--- config.mk ---
export PLATFORM = sky130hd
export DESIGN_NAME = axi_lite_cmd_master
export DESIGN_NICKNAME = d
export VERILOG_FILES = /design/src/rtl/axi_lite_cmd_master.sv
export SDC_FILE = /design/constraint.sdc
export NUM_CORES = 1
export LEC_CHECK = 0
export CORE_MARGIN = 2
export CORE_UTILIZATION = 44
export CTS_BUF_LIST = sky130_fd_sc_hd__clkbuf_4
export CTS_CLUSTER_DIAMETER = 200
export DETAILED_ROUTE_END_ITERATION = 8
export PLACE_DENSITY = 0.83
export SLEW_MARGIN = 25
export SYNTH_ARGS = -nofsm -noshare
export SYNTH_HDL_FRONTEND = slang
export SYNTH_SLANG_ARGS = --single-unit
--- constraint.sdc ---
create_clock -name m_axi_aclk -period 2.9 [get_ports m_axi_aclk]
set_input_delay 0.58 -clock m_axi_aclk [delete_from_list [all_inputs] [get_ports m_axi_aclk]]
set_output_delay 0.58 -clock m_axi_aclk [all_outputs]
set_load 0.02 [all_outputs]
--- src/rtl/axi_lite_cmd_master.sv ---
// AXI4-Lite initiator: one outstanding single-beat read or write per command,
// with a cycle timeout that forces a response if the slave hangs.
module axi_lite_cmd_master #(
  parameter int unsigned TIMEOUT_CYCLES = 1024
) (
  input  logic        m_axi_aclk,
  input  logic        m_axi_aresetn,
  input  logic [31:0] cmd_addr,
  input  logic [31:0] cmd_wdata,
  input  logic [3:0]  cmd_wstrb,
  input  logic        cmd_write,
  input  logic        cmd_valid,
  output logic        cmd_ready,
  output logic [31:0] rsp_rdata,
  output logic [1:0]  rsp_resp,
  output logic        rsp_write,
  output logic        rsp_timeout,
  output logic        rsp_valid,
  input  logic        rsp_ready,
  output logic [31:0] m_axi_awaddr,
  output logic        m_axi_awvalid,
  input  logic        m_axi_awready,
  output logic [31:0] m_axi_wdata,
  output logic [3:0]  m_axi_wstrb,
  output logic        m_axi_wvalid,
  input  logic        m_axi_wready,
  input  logic [1:0]  m_axi_bresp,
  input  logic        m_axi_bvalid,
  output logic        m_axi_bready,
  output logic [31:0] m_axi_araddr,
  output logic        m_axi_arvalid,
  input  logic        m_axi_arready,
  input  logic [31:0] m_axi_rdata,
  input  logic [1:0]  m_axi_rresp,
  input  logic        m_axi_rvalid,
  output logic        m_axi_rready
);
  typedef enum logic [2:0] {IDLE, WR_REQ, WR_RESP, RD_REQ, RD_DATA, RESP} state_t;

  localparam logic [16:0] TO_LAST = 17'(TIMEOUT_CYCLES) - 17'd1;

  state_t      state_q;
  logic [16:0] cnt_q;
  logic        aw_done_q, w_done_q;
  logic        cmd_ready_q, rsp_valid_q, rsp_write_q, rsp_timeout_q;
  logic [31:0] rsp_rdata_q, awaddr_q, araddr_q, wdata_q;
  logic [1:0]  rsp_resp_q;
  logic [3:0]  wstrb_q;
  logic        awvalid_q, wvalid_q, bready_q, arvalid_q, rready_q;

  logic aw_hs, w_hs, b_hs, ar_hs, r_hs, hs_any, in_axi, expire;

  assign aw_hs  = awvalid_q & m_axi_awready;
  assign w_hs   = wvalid_q  & m_axi_wready;
  assign b_hs   = bready_q  & m_axi_bvalid;
  assign ar_hs  = arvalid_q & m_axi_arready;
  assign r_hs   = rready_q  & m_axi_rvalid;
  assign hs_any = aw_hs | w_hs | b_hs | ar_hs | r_hs;
  assign in_axi = (state_q == WR_REQ) || (state_q == WR_RESP) ||
                  (state_q == RD_REQ) || (state_q == RD_DATA);
  // cnt_q holds the number of AXI-phase cycles already finished, so this is
  // true during the last permitted cycle and every cycle after it.
  assign expire = (TIMEOUT_CYCLES != 0) && (cnt_q >= TO_LAST);

  always_ff @(posedge m_axi_aclk or negedge m_axi_aresetn) begin
    if (!m_axi_aresetn) begin
      state_q       <= IDLE;
      cnt_q         <= '0;
      aw_done_q     <= 1'b0;
      w_done_q      <= 1'b0;
      cmd_ready_q   <= 1'b0;
      rsp_valid_q   <= 1'b0;
      rsp_write_q   <= 1'b0;
      rsp_timeout_q <= 1'b0;
      rsp_rdata_q   <= '0;
      rsp_resp_q    <= '0;
      awaddr_q      <= '0;
      araddr_q      <= '0;
      wdata_q       <= '0;
      wstrb_q       <= '0;
      awvalid_q     <= 1'b0;
      wvalid_q      <= 1'b0;
      bready_q      <= 1'b0;
      arvalid_q     <= 1'b0;
      rready_q      <= 1'b0;
    end else begin
      case (state_q)
        IDLE: begin
          cmd_ready_q <= 1'b1;
          if (cmd_valid && cmd_ready_q) begin
            cmd_ready_q <= 1'b0;
            awaddr_q    <= cmd_addr;
            araddr_q    <= cmd_addr;
            wdata_q     <= cmd_wdata;
            wstrb_q     <= cmd_wstrb;
            rsp_write_q <= cmd_write;
            cnt_q       <= '0;
            aw_done_q   <= 1'b0;
            w_done_q    <= 1'b0;
            if (cmd_write) begin
              awvalid_q <= 1'b1;
              wvalid_q  <= 1'b1;
              state_q   <= WR_REQ;
            end else begin
              arvalid_q <= 1'b1;
              state_q   <= RD_REQ;
            end
          end
        end
        WR_REQ: begin
          if (aw_hs) awvalid_q <= 1'b0;
          if (w_hs)  wvalid_q  <= 1'b0;
          aw_done_q <= aw_done_q | aw_hs;
          w_done_q  <= w_done_q | w_hs;
          if ((aw_done_q | aw_hs) && (w_done_q | w_hs)) begin
            bready_q <= 1'b1;
            state_q  <= WR_RESP;
          end
        end
        WR_RESP: begin
          if (b_hs) begin
            bready_q      <= 1'b0;
            rsp_resp_q    <= m_axi_bresp;
            rsp_rdata_q   <= '0;
            rsp_timeout_q <= 1'b0;
            rsp_valid_q   <= 1'b1;
            state_q       <= RESP;
          end
        end
        RD_REQ: begin
          if (ar_hs) begin
            arvalid_q <= 1'b0;
            rready_q  <= 1'b1;
            state_q   <= RD_DATA;
          end
        end
        RD_DATA: begin
          if (r_hs) begin
            rready_q      <= 1'b0;
            rsp_rdata_q   <= m_axi_rdata;
            rsp_resp_q    <= m_axi_rresp;
            rsp_timeout_q <= 1'b0;
            rsp_valid_q   <= 1'b1;
            state_q       <= RESP;
          end
        end
        RESP: begin
          if (rsp_ready) begin
            rsp_valid_q <= 1'b0;
            cmd_ready_q <= 1'b1;
            state_q     <= IDLE;
          end
        end
        default: state_q <= IDLE;
      endcase

      // Abort overrides the per-state updates above, but any handshake seen
      // in the expiry cycle wins and the transaction carries on.
      if (in_axi) begin
        if (cnt_q != '1) cnt_q <= cnt_q + 17'd1;
        if (expire && !hs_any) begin
          awvalid_q     <= 1'b0;
          wvalid_q      <= 1'b0;
          bready_q      <= 1'b0;
          arvalid_q     <= 1'b0;
          rready_q      <= 1'b0;
          rsp_timeout_q <= 1'b1;
          rsp_resp_q    <= 2'b10;
          rsp_rdata_q   <= '0;
          rsp_valid_q   <= 1'b1;
          state_q       <= RESP;
        end
      end
    end
  end

  assign cmd_ready     = cmd_ready_q;
  assign rsp_rdata     = rsp_rdata_q;
  assign rsp_resp      = rsp_resp_q;
  assign rsp_write     = rsp_write_q;
  assign rsp_timeout   = rsp_timeout_q;
  assign rsp_valid     = rsp_valid_q;
  assign m_axi_awaddr  = awaddr_q;
  assign m_axi_awvalid = awvalid_q;
  assign m_axi_wdata   = wdata_q;
  assign m_axi_wstrb   = wstrb_q;
  assign m_axi_wvalid  = wvalid_q;
  assign m_axi_bready  = bready_q;
  assign m_axi_araddr  = araddr_q;
  assign m_axi_arvalid = arvalid_q;
  assign m_axi_rready  = rready_q;
endmodule
---- After elaboration in Yosys (flattened, before gate mapping) ----
Cells that the tools add are included.
cells by class
  $add $sub $neg .......................... 1
  order comparisons ....................... 1
  equality and inequality tests ........... 8
  muxes and demuxes ....................... 69
  bitwise operators ....................... 11
  reductions and logical operators ........ 13
operator list
  kind                                                                 count
  2-to-1 mux 32 bit                                                    4
  2-to-1 mux 17 bit                                                    4
  one-hot mux 32 bit (2 select lines)                                  1
  2-to-1 mux 1 bit                                                     35
  2-to-1 mux 3 bit                                                     8
  one-hot mux 1 bit (2 select lines)                                   9
  one-hot mux 3 bit (6 select lines)                                   1
  adder 17 x 1 -> 17 bit, second input constant                        1
  greater-or-equal comparator 17 x 10 -> 1 bit, second input constant  1
  inequality test 17 bit, second input constant                        1
  2-to-1 mux 2 bit                                                     5
  equality test 3 x 2 -> 1 bit, second input constant                  2
  equality test 3 bit, second input constant                           2
  OR 1 bit                                                             6
  AND reduction 2 bit                                                  3
  AND 1 bit                                                            5
  inequality test 2 bit, second input constant                         2
  one-hot mux 2 bit (2 select lines)                                   1
  nonzero test 2 bit                                                   2
  equality test 3 x 1 -> 1 bit, second input constant                  1
  logical AND 1 bit                                                    3
  zero test 3 bit                                                      1
  logical OR 1 bit                                                     3
  one-hot mux 1 bit (3 select lines)                                   1
  zero test 1 bit                                                      1
storage, ports and cells
  register bits after elaboration ......... 133
  input bits .............................. 114
  logic and storage cells ................. 121

---- Logic depth before layout (Yosys ltp) ----
  depth after elaboration ................. 9
  mapped depth ............................ 9
  depth with buffers taken out ............ 9

---- Worst setup path after synthesis ----
OpenSTA, ideal clock, no wires.
  path type ............................... register to register
  from .................................... register cnt_q[10]
  to ...................................... register cnt_q[10]
  arrival time ............................ 2.233 ns
  slack ................................... 0.589 ns
  stages on the path, launching flop included .. 9
  period minus slack after synthesis ...... 2.311 ns
  cell sequence ........................... dfrtp_1 -> and4_1 -> nor4b_1 -> and3_1 -> ha_1 -> or4_4 -> buf_6 -> or3_1 -> a21oi_1
between the ends
  word-level cells in the longest chain between the ends .. 4
  elaborated cells between the ends (all ways) .. 6
  those cells by class .................... add/sub (1); eq/ne (1); mux (4)
ends and longest elaborated chain
  element                                                         line  source
  from (decl)                                                     43    logic [16:0] cnt_q;
  from (signal assigned)                                          160   if (cnt_q != '1) cnt_q <= cnt_q + 17'd1;
  branches (longest 3 deep; another with adder 17 x 1 -> 17 bit)  --
  2-to-1 mux 17 bit *                                             159   if (in_axi) begin
Mark *: on every way between the ends.
A chain may end at the register's enable or synchronous reset.

---- Worst setup path after layout ----
  from .................................... register cnt_q[11]
  to ...................................... register cnt_q[8]
between the ends
  word-level cells in the longest chain between the ends .. 3
ends and longest elaborated chain
  element                 line
  inequality test 17 bit  160
  2-to-1 mux 17 bit       160
  2-to-1 mux 17 bit       159
Every way passes these cells.

==> impl_metrics.py <==
metrics = {
    "placement": {
        "post-place-ws_ns": 0.468,
        "port_buffers": 256,
        "post-dp-hpwl_um": 12200,
        "gp_congestion": 0.802,
        "dp.cells": 1043,
    },
    "timing": {
        "clock.fmax_ghz": 0.404,
        "slew_headroom": 0.558,
        "post-route-period-util": 0.854,
        "drv_slew": 0,
        "tightestPinTransition_ns": 0.658,
        "skew_ns": 0.0129,
        "fin_crit_ns": 2.48,
        "hold_ws_ns": 0.482,
        "finalSetupTns_ns": 0,
        "grt_setup_unrepaired": "no",
        "setup_slack_ns": 0.424,
        "hold_violations": 0,
        "finalSetupViolations": 0,
    },
    "worst_setup_path": {
        "crit_fanout": 11,
        "r2r_cells": 7,
        "startpoint_type": "register",
        "crit_required_ns": 3.37,
        "reg2reg_from": "cnt_q[11]",
        "crit_type": "register to register",
        "rrSetupSlack_ns": 0.42,
        "cp.arrival_ns": 2.94,
        "r2r-end": "cnt_q[8]",
        "end_kind": "register",
    },
    "synth": {
        "yosys.area_share.adder": 0.00423,
        "avgSynthCellArea_um2": 8.88,
        "syn_nets": 782,
        "ys_warn_count": 0,
        "yosys_most_used_dff": "dfrtp_1",
        "synth-edff-count": 0,
        "async_flop_share": 1.00,
        "syn_inst": 666,
        "synthMuxAreaShare": 0.00339,
        "synth-xor-area-share": 0,
        "seq_area_frac_synth": 0.563,
        "synth_cell_types": 53,
        "synth_top_family_by_area": "simple AND/OR/NAND/NOR gates",
        "syn-cell-area_mm2": 0.00591,
        "synth-seq-cells": 133,
        "yosys.area_share.simple": 0.261,
        "synth_compound_area_frac": 0.0971,
    },
    "floorplanning": {
        "io_pins": 257,
        "initial_utilization": 0.448,
        "dieArea_mm2": 0.0144,
        "rows": 42,
        "core-area_mm2": 0.0132,
        "die_x_um": 120,
        "die_height_um": 120,
    },
    "job": {
        "maxCapViolCount": 0,
    },
    "final_layout": {
        "drive_gt1_frac": 0.0578,
        "diodes": 0,
        "layout_commonest_cell": "nand2_1",
        "nNetsFinal": 1003,
        "final_cell_mix": "nand2_1 (261), clkdlybuf4s50_1 (255), dfrtp_1 (133)",
        "syn_to_final_growth_pct": 49.0,
        "final_cell_count_no_fill": 1076,
    },
    "clock_network": {
        "cts_setup_buffers": 0,
        "htree_levels": 4,
        "cts_inserted_buffers": 17,
        "cts_sinks": 133,
        "root_buffer": "clkbuf_4",
        "cts.reportedPaths.clkPinSlew_ns": 0.11,
        "clock_latency_ns": 0.54,
        "cts_tree": "yes",
        "clockBufferDepth": 2,
    },
    "drt": {
        "detail-route-antenna-nets": 0,
        "drt_pass1_iterations": 5,
        "drtIter0Drc": 271,
        "drc": 0,
        "vias": 5536,
        "totalWireLength_um": 17100,
        "vias_per_cell": 5.14,
        "wl_per_cell_um": 15.8,
    },
    "outcome": {
        "status": "completed",
    },
    "global_routing": {
        "grt_antenna_before_repair": 0,
        "grt_pass1_wl_um": 27500,
        "grt_start_max_net_pins": 77,
        "grt_use_total": 0.245,
        "grt_overflow": 0,
        "grt_pass1_vias": 5336,
    },
    "pwr": {
        "total_power_uw": 8170,
        "power.density_mw_per_mm2": 928,
        "peakVddDrop_mv": 0.367,
        "p_leak_uw": 0.00392,
    },
    "worst_hold_path": {
        "hold_path_end": "m_axi_wdata[22]",
        "hp-start": "m_axi_wdata[22]",
        "hold_path.class": "register to register",
        "hold-path-cell-count": 2,
    },
}
sequential cells by signal (all words and copies together) (netlist names):
signal         count
m_axi_araddr      32
m_axi_wdata       32
rsp_rdata         32
cnt_q             17
m_axi_wstrb        4
state_q            3
rsp_resp           2
aw_done_q          1
cmd_ready          1
m_axi_arvalid      1
m_axi_awvalid      1
m_axi_bready       1
m_axi_rready       1
m_axi_wvalid       1
rsp_timeout        1
rsp_valid          1
rsp_write          1
w_done_q           1
metal layers:
layer	vias to the layer above	wire length, µm	track usage	part of all wire
met1	2614	6600	0.291	0.39
li1	2633	-	-	-
met5	-	0	0	0
met3	36	1740	0.101	0.10
met4	0	546	0.110	0.032
met2	253	8170	0.391	0.48
final cells by class:
cell class / instances / area, µm²
tap: 176 / 220
multi-input combinational: 459 / 2170
fill: 1080 / 4380
inverter: 4 / 15.0
sequential: 133 / 3330
clock inverter: 14 / 209
clock buffer: 18 / 135
timing repair buffer: 272 / 2720
per-stage QoR:
stage | util | instance area (µm²)
after detailed placement | 0.641 | 8450
final | 0.668 | 8810
after global routing | 0.668 | 8810
after CTS | 0.668 | 8810
after floorplan | - | 5910
after global placement | 0.641 | 8450
worst max-delay path, cell delays in order (launching register included):
cell,delay (ns)
dfrtp_1,0.45
and4_1,0.24
nor4b_1,0.16
and3_1,0.19
ha_1,0.23
or4_4,0.63
or3_1,0.37
a21oi_1,0.15
cell families after synthesis:
logic type / Yosys count
adder cells (fa/ha/maj): 2
multiplexers: 2
AND/OR/NAND/NOR: 362
AO/OA/AOI/OAI: 93
buffers and inverters: 74
flip-flops: 133
cell usage after synthesis (5+ instances only):
cell type	n	area, µm²
a21oi_1	49	245
a31oi_1	8	50.1
buf_2	6	30.0
buf_4	32	240
clkbuf_1	29	109
dfrtp_1	133	3330
nand2_1	262	983
nand3_1	40	200
nand4_1	6	37.5
nor2_1	13	48.8
nor3_1	9	45.0
o21ai_0	5	25.0
or3_1	6	37.5
power by group:
part | switching, µW | internal, µW | leakage [µW]
Combinational | 2090 | 1740 | 0.00203
Sequential | 443 | 2440 | 0.00172
Clock | 696 | 774 | 0.000175
Total | 3220 | 4950 | 0.00392
worst max path at each step:
stage | to | from | slack (ns) | cells after the start
2_1_floorplan | cnt_q[10] | cnt_q[10] | 0.59 | 8
3_3_place_gp | cnt_q[8] | cnt_q[10] | 0.53 | 7
3_5_place_dp | cnt_q[8] | cnt_q[11] | 0.47 | 7
4_1_cts | cnt_q[8] | cnt_q[11] | 0.43 | 7
5_1_grt | cnt_q[10] | cnt_q[11] | 0.30 | 7
6_report | cnt_q[8] | cnt_q[11] | 0.42 | 7
repair_timing:
item | in CTS | in global routing
gates resized for setup | 0 | 0
hold buffers | 1 | 0
endpoints found under the hold margin | 38 | 0
setup endpoints to repair | 0 | 0
No activity file was read; power rests on OpenSTA's default activity.
